[src/rtl/bear_ship_serial_tx.sv]
// bear_ship_serial_tx: two-lane bearing/heading serial transmitter (Dat/Clk/Lt per lane).
// Rev 1.0 - initial release.
`default_nettype none

module bear_ship_serial_tx #(
  parameter int BEAR_W  = 12,
  parameter int SHIP_W  = 8,
  parameter int CLK_DIV = 4
) (
  input  logic              Clk,
  input  logic              nReset,
  input  logic              Start,
  input  logic [BEAR_W-1:0] Bear,
  input  logic [SHIP_W-1:0] Ship,
  output logic              Busy,
  output logic              Done,
  output logic [7:0]        FrameCount,
  output logic [1:0]        PdoDat,
  output logic [1:0]        PdoClk,
  output logic [1:0]        PdoLt
);

  localparam int HW = (CLK_DIV > 1) ? $clog2(CLK_DIV) : 1;
  localparam int BW = $clog2(BEAR_W + 1);
  localparam logic [HW-1:0] HALF_LAST = HW'(CLK_DIV - 1);
  localparam logic [BW-1:0] BEAR_BITS = BW'(BEAR_W);
  localparam logic [BW-1:0] SHIP_BITS = BW'(SHIP_W);

  typedef enum logic [1:0] {
    IDLE     = 2'd0,
    SHIFT_LO = 2'd1,
    SHIFT_HI = 2'd2,
    LATCH    = 2'd3
  } state_t;

  state_t            state;
  logic [HW-1:0]     half_cnt;
  logic [BW-1:0]     bit_cnt;
  logic [BEAR_W-1:0] bear_sr;
  logic [SHIP_W-1:0] ship_sr;

  logic [BEAR_W-1:0] bear_next;
  logic [SHIP_W-1:0] ship_next;
  logic [BW-1:0]     bit_next;
  logic              half_done;

  assign bear_next = bear_sr << 1;
  assign ship_next = ship_sr << 1;
  assign bit_next  = bit_cnt + BW'(1);
  assign half_done = (half_cnt == HALF_LAST);

  always_ff @(posedge Clk or negedge nReset) begin
    if (!nReset) begin
      state      <= IDLE;
      half_cnt   <= '0;
      bit_cnt    <= '0;
      bear_sr    <= '0;
      ship_sr    <= '0;
      Busy       <= 1'b0;
      Done       <= 1'b0;
      FrameCount <= '0;
      PdoDat     <= '0;
      PdoClk     <= '0;
      PdoLt      <= '0;
    end else begin
      Done <= 1'b0;
      case (state)
        IDLE: begin
          half_cnt <= '0;
          if (Start) begin
            bear_sr  <= Bear;
            ship_sr  <= Ship;
            bit_cnt  <= '0;
            PdoDat   <= {Ship[SHIP_W-1], Bear[BEAR_W-1]};
            PdoClk   <= 2'b00;
            PdoLt    <= 2'b00;
            Busy     <= 1'b1;
            state    <= SHIFT_LO;
          end
        end

        SHIFT_LO: begin
          if (half_done) begin
            half_cnt <= '0;
            // Ship lane clock only runs while heading bits remain
            PdoClk   <= {(bit_cnt < SHIP_BITS), 1'b1};
            state    <= SHIFT_HI;
          end else begin
            half_cnt <= half_cnt + HW'(1);
          end
        end

        SHIFT_HI: begin
          if (half_done) begin
            half_cnt <= '0;
            bear_sr  <= bear_next;
            ship_sr  <= ship_next;
            bit_cnt  <= bit_next;
            PdoClk   <= 2'b00;
            if (bit_next < BEAR_BITS) begin
              PdoDat <= {(bit_next < SHIP_BITS) ? ship_next[SHIP_W-1] : 1'b0,
                         bear_next[BEAR_W-1]};
              state  <= SHIFT_LO;
            end else begin
              PdoDat <= 2'b00;
              PdoLt  <= 2'b11;
              state  <= LATCH;
            end
          end else begin
            half_cnt <= half_cnt + HW'(1);
          end
        end

        LATCH: begin
          if (half_done) begin
            half_cnt   <= '0;
            PdoLt      <= 2'b00;
            Done       <= 1'b1;
            Busy       <= 1'b0;
            FrameCount <= FrameCount + 8'd1;
            state      <= IDLE;
          end else begin
            half_cnt <= half_cnt + HW'(1);
          end
        end

        default: state <= IDLE;
      endcase
    end
  end

endmodule

`default_nettype wire

[config.mk]
export PLATFORM = sky130hd
export DESIGN_NAME = bear_ship_serial_tx
export DESIGN_NICKNAME = d
export VERILOG_FILES = /design/src/rtl/bear_ship_serial_tx.sv
export SDC_FILE = /design/constraint.sdc
export NUM_CORES = 1
export LEC_CHECK = 0
export ABC_AREA = 1
export CAP_MARGIN = 20
export CORE_MARGIN = 3
export CORE_UTILIZATION = 55
export DETAILED_ROUTE_END_ITERATION = 12
export PLACE_DENSITY = 0.84
export SYNTH_ARGS = -nofsm -noshare
export SYNTH_HDL_FRONTEND = slang
export SYNTH_SLANG_ARGS = --single-unit
[constraint.sdc]
create_clock -name Clk -period 3.4 [get_ports Clk]
set_input_delay 0.34 -clock Clk [delete_from_list [all_inputs] [get_ports Clk]]
set_output_delay 0.34 -clock Clk [all_outputs]
set_load 0.01 [all_outputs]
Word level (Yosys, flattened, before mapping)
Cells that the tools add are included.
- mux-type cells: 33
- reductions and logical operators: 12
- eq/ne operators: 9
- $add $sub $neg: 3
- magnitude comparators: 3
- operator list (cell ; count):
    2-bit two-way mux ; 13
    11-bit two-way mux ; 2
    11-bit one-hot mux with 2 select lines ; 1
    7-bit two-way mux ; 2
    7-bit one-hot mux with 2 select lines ; 1
    4-bit less-than comparator, second input constant ; 3
    2-bit one-hot mux with 3 select lines ; 2
    2-bit != test, second input constant ; 5
    8-bit by 1-bit adder with 8-bit output, second input constant ; 1
    4-bit two-way mux ; 2
    2-bit one-hot mux with 2 select lines ; 2
    2-bit one-hot mux with 4 select lines ; 1
    4-bit one-hot mux with 2 select lines ; 1
    4-bit AND reduction ; 2
    2-bit equality test, second input constant ; 3
    3-bit AND reduction ; 2
    3-bit nonzero test ; 2
    1-bit two-way mux ; 5
    5-bit AND reduction ; 1
    4-bit by 1-bit adder with 4-bit output, second input constant ; 1
    2-bit nonzero test ; 2
    3-bit OR reduction ; 1
    2-bit by 1-bit adder with 2-bit output, second input constant ; 1
    2-bit by 1-bit equality test with 1-bit output, second input constant ; 1
    other kinds (3) ; 3
- logic and storage cells: 71
- input port bits: 23
- output and inout bits: 16
- register bits after elaboration: 42

Longest topological paths before layout
- word-level depth: 6
- gate-level depth with buffers: 9
- gate-level depth less buffers: 9

Worst setup path before layout
OpenSTA, ideal clock, no wires.
- path kind: register to register
- start: register half_cnt[0]
- end: register ship_sr[2]
- clock period less this slack: 1280 ps
- buffers on the path: 2
- cell stages (with the launch flop): 8
- slack: 2120 ps
- data required time: 3274 ps
- setup time: 126 ps
- arrival: 1154 ps
- path through: dfrtp_1 > ha_1 > buf_2 > nand3_2 > nand2_2 > buf_4 > nand2_1 > o21ai_0
- longest elaborated chain between the ends: 3
- RTL lines (what ; RTL line ; source):
    from (decl) ; 37 ; logic [HW-1:0] half_cnt;
    from (signal assigned) ; 89 ; half_cnt <= half_cnt + HW'(1);
    from (signal assigned) ; 110 ; half_cnt <= half_cnt + HW'(1);
    from (signal assigned) ; 123 ; half_cnt <= half_cnt + HW'(1);
    2-bit equality test ; 50 ; assign half_done = (half_cnt == HALF_LAST);
    2-bit != test (no source line) ; n/a ;
    3-bit AND reduction (no source line) ; n/a ;
    to (signal assigned) ; 72 ; ship_sr <= Ship;
    to (signal assigned) ; 97 ; ship_sr <= ship_next;
    to (decl) ; 40 ; logic [SHIP_W-1:0] ship_sr;
Every way passes these cells.
A chain may end at the register's enable or synchronous reset.

Worst setup path in the final report
- start: register half_cnt[0]
- end: register PdoDat[1]
- longest elaborated chain between the ends: 3
- RTL lines (what ; RTL line ; source):
    2-bit equality test ; 50 ;
    2-bit != test (no source line) ; n/a ;
    3-bit AND reduction (no source line) ; n/a ;
    to (signal assigned) ; 74 ; PdoDat <= {Ship[SHIP_W-1], Bear[BEAR_W-1]};
    to (signal assigned) ; 101 ; PdoDat <= {(bit_next < SHIP_BITS) ? ship_next[SHIP_W-1] : 1'b0,
    to (decl) ; 18 ; output logic [1:0] PdoDat,
Every way passes these cells.

==> results_dict.tcl <==
set metrics [dict create \
    outcome "finished clean" \
    clock_latency_ns 0.29 \
    vdd.ir_drop.worst_mv 0.406 \
    rsz0062_at_grt "false" \
    ys_seq_area_frac 0.503 \
    cp-start-kind "register" \
    hold_class "in2async" \
    fp.coreArea_mm2 0.00344 \
    cts_tree "done" \
    critPathMaxFanout 41 \
    fillers 258 \
    total_power_w 0.00189 \
    final_cells 334 \
    io_pins 39 \
    tns_ns 0 \
    fin_hold_ws_ns 0.170 \
    worst_pin_slew_ns 0.891 \
    ctsHoldBuffers 0 \
    clk_transition_reported_paths_ns 0.08 \
    grt_max_degree 42 \
    postSynthAreaPerCell_um2 8.10 \
    finalMaxSlewViolations 0 \
    hpwlAfterDp_um 2840 \
    power_density_mw_per_mm2 752 \
    fin_nets 313 \
    end_kind "register" \
    grt_pass1_wl_um 6800 \
    p_leak_nw 1.22 \
    port-buffer-count 38 \
    finalSetupViolations 0 \
    final.min_clock_period_ns 1.82 \
    final_cell_mix "78 x nand2_1, 41 x dfrtp_1, 37 x clkdlybuf4s50_1" \
    placed_cells 326 \
    netlist-cell-type-count 23 \
    vias 1675 \
    die_w_um 66.9 \
    relSlewSlack 0.406 \
    drive_above_1_share 0.0764 \
    yosys_warnings 0 \
    antenna_found_initial 0 \
    die-height_um 66.9 \
    crit_type "reg2reg" \
    cts_buffers 5 \
    dr.pass1.iters 4 \
    cts-root-buf "clkbuf_8" \
    initial_core_util 0.593 \
    crit_arrival_ns 2.01 \
    grt_util_all_layers 0.199 \
    postSynthCellCount 252 \
    cts.htree.levels 2 \
    n_antenna_cell 0 \
    wl_um 3980 \
    avgViaCountPerCell 5.01 \
    post_cts_resized 0 \
    routedWlPerCell_um 11.9 \
    num_rows 21 \
    die-area_mm2 0.00448 \
    synth-seq-cells 41 \
    clock-sinks 41 \
    drc 0 \
    first_iter_violations 132 \
    crit_required_ns 3.58 \
    syn-cell-area_mm2 0.00204 \
    grt_pass1_vias 1576 \
    clock_skew_ns 0.00906 \
    final_core_utilization 0.731 \
    clockBufferDepth 2 \
    min_period_over_period 0.537 \
    max_freq_mhz 548 \
    drv_cap 0 \
    drtAntennaViolNets 0 \
    grt_overflow 0 \
    area_delta_synth_final_pct 23.3 \
    hold_viol 0 \
    final_common_cell "nand2_1" \
    post-cts-setup-buffers 0 \
    place.gp.congestion 0.820 \
    syn_nets 278 \
]
-- worst paths after layout --
kind | cells past startpoint | from | end | slack (ns)
max reg2reg | 6 | half_cnt[0]$_DFF_PN0_ | PdoDat[1]$_DFFE_PN0P_ | 1.58
max in group asynchronous | 1 | nReset | Busy$_DFFE_PN0P_ | 2.68
min | 1 | nReset | bear_sr[5]$_DFFE_PN0P_ | 0.17
min in group Clk | 1 | half_cnt[0]$_DFF_PN0_ | half_cnt[0]$_DFF_PN0_ | 0.46
max | 6 | half_cnt[0]$_DFF_PN0_ | PdoDat[1]$_DFFE_PN0P_ | 1.58
min reg2reg | 1 | half_cnt[0]$_DFF_PN0_ | half_cnt[0]$_DFF_PN0_ | 0.46
-- logic make-up after synthesis --
logic type / share of synthesized area
AO/OA/AOI/OAI: 0.116
XOR/XNOR: 0.0215
adder cells (fa/ha/maj): 0.0184
buffers and inverters: 0.104
flip-flops: 0.503
AND/OR/NAND/NOR: 0.238
-- synth_stat cells --
cell      n  area (µm²)
o22ai_1   2        12.5
buf_6     2        22.5
inv_2     2        7.51
buf_4     4        30.0
xnor2_1   3        26.3
nand4_1   5        31.3
nand2_4   1        11.3
xor2_1    2        17.5
a21oi_2   1        8.76
nor2_1    8        30.0
o21ai_0  33         165
nand3_1   8        40.0
dfrtp_1  41        1030
nand3_2   1        10.0
o21ai_1   9        45.0
a21oi_1   1        5.00
nor2_4    3        33.8
nor3_1    1        5.00
buf_2     4        20.0
nand2_2   5        31.3
inv_1    35         131
nand2_1  78         293
ha_1      3        37.5
-- layer usage --
metal	part of all wire	wire (µm)	GRT usage	vias to the layer above
li1	-	-	-	861
met1	0.47	1870	0.265	766
met2	0.47	1860	0.317	40
met3	0.048	190	0.0371	8
met4	0.015	58	0.0835	0
met5	0	0	0	-
-- layout make-up --
type                    instances  area [µm²]  share of cell area
inverters                      37         139              0.0552
flip-flops and latches         41        1030               0.408
clock buffers                   5        68.8              0.0273
clock inverters                 3        46.3              0.0184
well taps                      46        57.6              0.0229
repair buffers                 38         375               0.149
multi-input cells             164         803               0.319
-- power by group --
part           total [W]  internal, W  switching, W  leakage, nW
combinational   0.000707     0.000282      0.000424        0.651
clock           0.000390     0.000220      0.000171       0.0543
sequential      0.000794     0.000673      0.000121        0.520
total            0.00189      0.00118      0.000716         1.22
-- worst max-delay path, cell delays in order (launching register included) --
cell and delay (ns):
dfrtp_1 0.37, ha_1 0.34, nand3_2 0.18, nand2_2 0.55
nand2_2 0.10, a21oi_2 0.13, nor2_1 0.05
-- registers in the layout, indices dropped and copies added, names as in the netlist --
name	cells
Busy	1
Done	1
FrameCount	8
PdoClk	2
PdoDat	2
PdoLt	1
bear_sr	11
bit_cnt	4
half_cnt	2
ship_sr	7
state	2
-- stage by stage --
| step | cell area, µm² | setup slack (ns) |
|---|---|---|
| 4_1_cts | 2520 | 1.57 |
| 6_report | 2520 | 1.58 |
| 2_1_floorplan | 2040 | 2.12 |
| 5_1_grt | 2520 | 1.35 |
| 3_5_place_dp | 2400 | 1.53 |
| 3_3_place_gp | 2400 | 1.56 |
Power figures use the tool's default switching activity.
